<file path="src/rtl/timer_unit_counter_ext.sv">
// timer_unit_counter_ext: loadable up-counter with compare match, optional
// clear-on-match, one-shot stop and an optional tick prescaler.
// Optional feature macro: TIMER_UNIT_COUNTER_PRESCALER_EN (prescaler present).
// Without the macro every enabled, not-done cycle is a tick and
// prescaler_value_i is ignored.
// When mode_oneshot_i and mode_cmp_clr_i are both set, one-shot wins: the
// counter holds on the match.
module timer_unit_counter_ext #(
  parameter int WIDTH   = 32,
  parameter int PRESC_W = 8
) (
  input  logic               clk_i,
  input  logic               rst_ni,
  input  logic               write_counter_i,
  input  logic [WIDTH-1:0]   counter_value_i,
  input  logic               reset_count_i,
  input  logic               enable_count_i,
  input  logic [WIDTH-1:0]   compare_value_i,
  input  logic               mode_oneshot_i,
  input  logic               mode_cmp_clr_i,
  input  logic [PRESC_W-1:0] prescaler_value_i,
  output logic [WIDTH-1:0]   counter_value_o,
  output logic               target_reached_o,
  output logic               running_o
);

  logic [WIDTH-1:0] cnt_q, cnt_d;
  logic             done_q, done_d;
  logic             tgt_d;
  logic             term;
  logic             active;
  logic             tick;
  logic             match;

  // Counting is possible only while enabled and not parked by a one-shot.
  assign active = enable_count_i & ~done_q;

`ifdef TIMER_UNIT_COUNTER_PRESCALER_EN
  logic [PRESC_W-1:0] presc_q, presc_d;

  assign term = (presc_q == prescaler_value_i);

  // Prescaler: cleared by sync clear/load, wraps to 0 on its terminal count.
  always_comb begin
    presc_d = presc_q;
    if (reset_count_i || write_counter_i) presc_d = '0;
    else if (active) presc_d = term ? '0 : presc_q + PRESC_W'(1);
  end

  // Prescaler count register.
  always_ff @(posedge clk_i or negedge rst_ni) begin
    if (!rst_ni) presc_q <= '0;
    else         presc_q <= presc_d;
  end
`else
  logic unused_presc;
  assign unused_presc = ^prescaler_value_i;
  assign term         = 1'b1;
`endif

  assign tick  = active & term;
  assign match = tick & (cnt_q == compare_value_i);

  // Next counter / done / pulse in priority order: clear, load, tick, hold.
  always_comb begin
    cnt_d  = cnt_q;
    done_d = done_q;
    tgt_d  = 1'b0;
    if (reset_count_i) begin
      cnt_d  = '0;
      done_d = 1'b0;
    end else if (write_counter_i) begin
      cnt_d  = counter_value_i;
      done_d = 1'b0;
    end else if (match) begin
      tgt_d = 1'b1;
      if (mode_oneshot_i)      done_d = 1'b1;
      else if (mode_cmp_clr_i) cnt_d  = '0;
      else                     cnt_d  = cnt_q + WIDTH'(1);
    end else if (tick) begin
      cnt_d = cnt_q + WIDTH'(1);
    end
  end

  // Counter, one-shot flag and registered match pulse.
  always_ff @(posedge clk_i or negedge rst_ni) begin
    if (!rst_ni) begin
      cnt_q            <= '0;
      done_q           <= 1'b0;
      target_reached_o <= 1'b0;
    end else begin
      cnt_q            <= cnt_d;
      done_q           <= done_d;
      target_reached_o <= tgt_d;
    end
  end

  assign counter_value_o = cnt_q;
  assign running_o       = active;

endmodule

</file>
<file path="config.mk">
export PLATFORM = sky130hd
export DESIGN_NAME = timer_unit_counter_ext
export DESIGN_NICKNAME = d
export VERILOG_FILES = /design/src/rtl/timer_unit_counter_ext.sv
export SDC_FILE = /design/constraint.sdc
export NUM_CORES = 1
export LEC_CHECK = 0
export ABC_AREA = 0
export CAP_MARGIN = 20
export CORE_ASPECT_RATIO = 1.2
export CORE_MARGIN = 4
export CORE_UTILIZATION = 47
export CTS_CLUSTER_DIAMETER = 40
export DETAILED_ROUTE_END_ITERATION = 7
export DONT_BUFFER_PORTS = 1
export PLACE_DENSITY = 0.62
export SETUP_SLACK_MARGIN = 0.15
export SLEW_MARGIN = 40
export SYNTH_ARGS = -nofsm -noshare
export SYNTH_HDL_FRONTEND = slang
export SYNTH_SLANG_ARGS = --single-unit
</file>
<file path="constraint.sdc">
create_clock -name clk_i -period 2.73 [get_ports clk_i]
set_clock_uncertainty 0.2 [all_clocks]
set_input_delay 0.6825 -clock clk_i [delete_from_list [all_inputs] [get_ports clk_i]]
set_output_delay 0.6825 -clock clk_i [all_outputs]
set_load 0.005 [all_outputs]
</file>
==> results of run 1 <==
sequential cells by signal, indices dropped and copies added (netlist names):
signal            flops
counter_value_o      32
done_q                1
target_reached_o      1
cell families (layout without fill, tap and decap cells):
logic type      Yosys count  count (layout)  share of synthesized area
fa+ha+maj                 1               1                   0.004476
simple gates            130             130                     0.2672
xor+xnor                 24              24                    0.07520
buf+inv                  36             109                    0.06670
compound gates          103             103                     0.2820
flops                    34              34                     0.3044
path summary, 6_finish.rpt:
kind,startpoint,to,slack [ns],cells past startpoint
min in group clk_i,reset_count_i,counter_value_o[6],0.24,1
hold / removal,rst_ni,counter_value_o[30],0.02,1
hold reg to reg,done_q,done_q,0.30,1
max in group asynchronous,rst_ni,counter_value_o[21],2.11,1
setup reg to reg,done_q,counter_value_o[31],0.10,8
setup / recovery,done_q,counter_value_o[31],0.10,8
stage by stage:
stage / instances / util / area, µm²
floorplan: 328 / - / 2831
global placement: 463 / 0.5917 / 3376
detailed placement: 463 / 0.5917 / 3376
CTS: 472 / 0.6217 / 3547
global route: 481 / 0.6818 / 3890
finish: 481 / 0.6818 / 3890
final cells by class:
cell class | count | area [µm²]
Multi-Input combinational cell | 258 | 2067
Fill cell | 482 | 1815
Sequential cell | 34 | 853.3
Timing Repair Buffer | 82 | 706.9
Tap cell | 80 | 100.1
Clock buffer | 7 | 86.33
Inverter | 19 | 71.32
Clock inverter | 1 | 5.005
worst max-delay path, stage by stage, from the launching register on:
cell	delay (ns)
dfrtp_1	0.38
nand2b_4	0.15
a2111oi_1	0.37
nand3_1	0.19
or4_4	0.61
a21oi_4	0.21
buf_12	0.13
a21oi_2	0.03
o32ai_2	0.26
cells in the final DEF (no fill, tap or decap), drive strengths merged, types with 5 or more instances in the layout:
| cell | Yosys | final |
|---|---|---|
| a2111oi | 5 | 5 |
| a21oi | 31 | 31 |
| and3 | 11 | 11 |
| buf | 9 | 82 |
| clkbuf | 8 | 7 |
| dfrtp | 34 | 34 |
| inv | 19 | 19 |
| nand2 | 24 | 24 |
| nand2b | 5 | 5 |
| nand3 | 17 | 17 |
| nand4 | 10 | 10 |
| nor2 | 12 | 12 |
| nor2b | 8 | 8 |
| nor3 | 10 | 10 |
| nor4 | 14 | 14 |
| nor4b | 7 | 7 |
| o21ai | 18 | 18 |
| o22ai | 11 | 11 |
| o2bb2ai | 7 | 7 |
| xnor2 | 8 | 8 |
| xor2 | 16 | 16 |
metal layers:
metal / track usage / vias up / wire [µm]
li1: - / 1392 / -
met1: 0.3461 / 1554 / 4032
met2: 0.5000 / 155 / 5503
met3: 0.09339 / 26 / 1005
met4: 0.1181 / 0 / 350
met5: 0 / - / 0
repair_timing:
item	4_1_cts	5_1_grt
endpoints found under the setup margin	32	32
resized for setup	15	55
pin swaps	13	27
buffers inserted	0	9
hold buffers	1	0
endpoints found under the hold margin	34	0
power breakdown:
group          leakage, nW  switching (mW)  internal [mW]
logic                 1.10           0.193          0.182
registers            0.452          0.0274          0.533
clock network       0.0482           0.206          0.204
total                 1.60           0.427          0.919
==> results.md, run 1 <==
- Run status: finished, final reports clean
- H-tree levels: 2
- Number of core rows: 30
- Top post-synthesis cells by area: dfrtp_1 30%, a21oi_1 5.2%, xor2_1 5.0%
- Vias in the first global route: 3200
- Root buf cell: clkbuf_8
- Area delta synth->final: 39.17%
- Peak Freq: 0.3806 GHz
- Core region area: 5705 µm²
- Final nets: 480
- Post-synth top area share: 0.3044
- Final setup fails: 0
- CTS tree: yes
- Synth Flop Type: dfrtp_1
- TritonRoute pass-1 iters: 5
- Clock slew at reported path FFs: 0.08 ns
- Critical path arrival: 2.63 ns
- I/O pins: 113
- Pin slew with the least headroom to its limit: 0.6198 ns
- Final period util: 0.9624
- CTS buffer count: 5
- Relative slew slack: 0.5864
- Peak VDD IR: 0.2707 mV
- Hold Fails Final Rpt: 0
- Clk_lat worst skew: 0.29 ns
- Syn nets: 408
- RSZ-0062 raised after global routing: yes
- Overflow after GRT: 0
- Avg Synthesized Cell Area: 8.522 µm²
- Die height: 92.48 µm
- Register bit total from synthesis: 34
- CTS Sinks: 34
- Setup TNS: 0 ns
- Setup CP Type: reg2reg
- Drt total wl: 10.89 mm
- I/O Buffers: 0
- Slew Viols, Final: 0
- Die X: 78.40 µm
- Post-DRT Antenna Nets: 0
- Dpl ws: -0.2705 ns
- Count of yosys warnings during synthesis: 0
- FFs w/ async S/R, synth: 1.000
- Avg WL per Cell: 22.64 µm
- Initial Util: 0.4899
- Post-Syn Instances: 328
- DR vias: 3127
- GP Congestion: 0.9570
- Max Buffers Root-to-Sink: 2
- Share of post-route cells with drive strength above 1: 0.3865
- CP required: 2.73 ns
- Antenna violations before repair: 0
- Post-synth top area cell: dfrtp_1
- GRT Util Overall: 0.2958
- Most frequent cell after synthesis: dfrtp_1
- Ant diodes: 0
- Post-route worst setup slack: 0.1027 ns
- DRC Markers: 0
- Die footprint: 7250 µm²
- Hold Path Class: in2async
- Startpoint types: flop
- Largest net degree at the start of global routing: 54
- Fin crit period: 2.627 ns
- Detailed-placement wirelength estimate: 8.279 mm
- Setup crit end kind: flop
- Number of enable flip-flop cells after synthesis: 0
- Worst hold slack: 0.02166 ns
- # Max-Cap Violations: 0
- Distinct cells, synth: 57
- Initial drt markers: 184
- First-pass GRT wire length: 16.47 mm
- Power Density: 346.1 nW/µm²
- Register area share after synthesis: 0.3044
- Number of vias per cell: 6.501
- Final Total Pwr: 1.346 mW
- Post-synthesis cell area: 2795 µm²
- Top cells by count, synth: 34 x dfrtp_1, 29 x a21oi_1, 24 x nand2_1
- Leak: 1.597 nW
- Max FO, Critical Path: 4
Note: power is estimated with default switching activity, not from simulation.
==> run 2: changes to the inputs <==
CTS_BUF_LIST = sky130_fd_sc_hd__clkbuf_8 sky130_fd_sc_hd__clkbuf_16   (was unset)
TNS_END_PERCENT = 5   (was unset)
==> run 2 against run 1 <==
Against the previous run:
- design area shrank 7.8%
- sequential power hardly changed
- critical path depth stayed put
- global-route usage down 0.37 points
- hold slack worse by 0.0063 ns
- count of clock-buffer cells in the layout decreased by 2
==> results.md, run 2 (synthesis results as in run 1) <==
- Run status: finished, final reports clean
- Dpl cells: 458 (-1.1%)
- First-pass GRT wire length: 16.37 mm (-0.59%)
- Overflow after GRT: 0 (unchanged)
- Max FO, Critical Path: 4 (unchanged)
- Final period util: 0.9809 (+0.01853)
- Most frequent cells in the layout: 66 x buf_4, 34 x dfrtp_1, 29 x a21oi_1
- DR vias: 3064 (-2.0%)
- Peak VDD IR: 0.2453 mV (-9.4%)
- Die footprint: 7250 µm² (unchanged)
- Avg WL per Cell: 22.47 µm (-0.78%)
- Startpoint types: flop
- Root buf cell: clkbuf_8
- CP Capture Point: counter_value_o[11]
- Leading cell type in the layout, fill and taps excluded: buf_4
- Seq pwr share: 0.438 (+0.022)
- Dpl ws: -0.2267 ns (+0.04374 ns)
- Logic pwr share: 0.270 (-0.009)
- Number of core rows: 30 (unchanged)
- CTS tree: yes
- Setup CP Type: reg2reg
- Clk_lat worst skew: 0.30 ns (about the same)
- Vias in the first global route: 3119 (-2.5%)
- Fin crit period: 2.678 ns (+0.05058 ns)
- Post-route worst setup slack: 0.05208 ns (-0.05058 ns)
- Flop-to-flop setup slack: 0.05 ns (-0.05 ns)
- Area delta synth->final: 28.29%
- Initial Util: 0.4899 (unchanged)
- Leak: 1.483 nW (-7.1%)
- Post-Layout Cell Count: 473 (-1.7%)
- Ant diodes: 0 (unchanged)
- H-tree levels: 2 (unchanged)
- I/O Buffers: 0 (unchanged)
- CTS Sinks: 34 (unchanged)
- Reg-to-Reg Start: counter_value_o[16]
- Peak Freq: 0.3734 GHz (-1.9%)
- Setup crit end kind: flop
- Detailed-placement wirelength estimate: 7.954 mm (-3.9%)
- I/O pins: 113 (unchanged)
- Critical path arrival: 2.66 ns (+0.03 ns)
- Hold Path Class: in2async
- Number of vias per cell: 6.478 (-0.36%)
- Power Density: 354.6 nW/µm² (+2.5%)
- GRT Util Overall: 0.2921 (-0.003685)
- Max reg flops: 32 (unchanged)
- Relative slew slack: 0.6418 (+0.05547)
- Largest net degree at the start of global routing: 54 (unchanged)
- Share of post-route cells with drive strength above 1: 0.2824 (-0.1041)
- CTS buffer count: 5 (unchanged)
- Die X: 78.40 µm (unchanged)
- DRC Markers: 0 (unchanged)
- Core region area: 5705 µm² (unchanged)
- Clock network fraction of design power: 0.291 (-0.014)
- Die height: 92.48 µm (unchanged)
- Drt total wl: 10.63 mm (-2.4%)
- Sw Ratio: 0.3192 (+0.001753)
- Final nets: 473 (-1.5%)
- Finished Cell Area: 3586 µm² (-7.8%)
- Max Buffers Root-to-Sink: 2 (unchanged)
- Antenna violations before repair: 0 (unchanged)
- TritonRoute pass-1 iters: 7 (+2)
- GP Congestion: 0.9421 (-1.6%)
- Internal: 865.7 µW (-5.8%)
- Slew Viols, Final: 0 (unchanged)
- Setup TNS: 0 ns (unchanged)
- Initial drt markers: 217 (+18%)
- CP required: 2.71 ns (-0.02 ns)
- Final setup fails: 0 (unchanged)
- NetSw: 405.9 µW (-5.0%)
- # Max-Cap Violations: 0 (unchanged)
- Hold Fails Final Rpt: 0 (unchanged)
- Dpl cell area: 3327 µm² (-1.4%)
- Worst r2r path cells: 8 (unchanged)
- R2r endpoint: counter_value_o[11]
- Pin slew with the least headroom to its limit: 0.5367 ns (-0.08312 ns)
- Clock slew at reported path FFs: 0.07 ns (about the same)
- RSZ-0062 raised after global routing: yes
- Post-DRT Antenna Nets: 0 (unchanged)
- Worst Setup SP: counter_value_o[16]
run 2: layer usage:
| layer | global-route usage | share of wire | up-vias |
|---|---|---|---|
| li1 | - | - | 1376 |
| met1 | 0.3510 | 0.39 | 1480 |
| met2 | 0.4886 | 0.48 | 178 |
| met3 | 0.07782 | 0.099 | 30 |
| met4 | 0.1268 | 0.031 | 0 |
| met5 | 0 | 0 | - |
run 2: area by class of cell:
cell class              count  area (µm²)
clock buffers               5       68.82
multi-input cells         258        1814
well taps                  80       100.1
flip-flops and latches     34       850.8
fillers                   532        2120
clock inverters             2       7.507
repair buffers             75       673.1
inverters                  19       71.32
run 2: worst min path at each step:
stage            from             endpoint  slack (ns)  cells after the start
2_1_floorplan  rst_ni   counter_value_o[0]        0.19                      0
3_3_place_gp   rst_ni     target_reached_o        0.19                      0
3_5_place_dp   rst_ni  counter_value_o[29]        0.19                      0
4_1_cts        rst_ni  counter_value_o[28]        0.02                      1
5_1_grt        rst_ni  counter_value_o[24]        0.03                      1
6_report       rst_ni  counter_value_o[24]        0.02                      1
run 2: worst max-delay path, cell delays in order, from the launching register on:
cell and delay, ns:
dfrtp_1 0.41, xnor2_1 0.17, o221ai_1 0.14, or3_4 0.42
or4_4 0.59, a21oi_4 0.15, buf_4 0.13, nor2_1 0.07
a221o_1 0.30
run 2: timing repair:
item | in CTS | in global routing
hold buffers | 1 | 0
setup endpoints to repair | 29 | 32
cloned | 2 | 0
pin swaps | 7 | 5
endpoints found under the hold margin | 34 | 0
setup buffers | 5 | 0
gates resized for setup | 8 | 8
run 2: power by group through the flow:
stage          Clock (mW)  Combinational, mW  Sequential [mW]
2_1_floorplan           0              0.170            0.584
3_3_place_gp            0              0.289            0.566
3_5_place_dp            0              0.294            0.567
4_1_cts             0.372              0.338            0.557
5_1_grt             0.388              0.370            0.561
6_report            0.371              0.343            0.558
run 2: per-stage QoR:
step	util	total power, mW	hold WS (ns)
after floorplan	-	0.7537	0.1869
after global placement	0.5831	0.8551	0.1882
after detailed placement	0.5831	0.8605	0.1882
after CTS	0.6239	1.266	0.02449
after global routing	0.6285	1.320	0.02811
final	0.6285	1.272	0.01538
==> run 3: changes to the inputs <==
SLEW_MARGIN = unset   (was 40)
==> results of run 3 <==
Same layout as run 2: the final DEF is identical, and so are final timing and power.
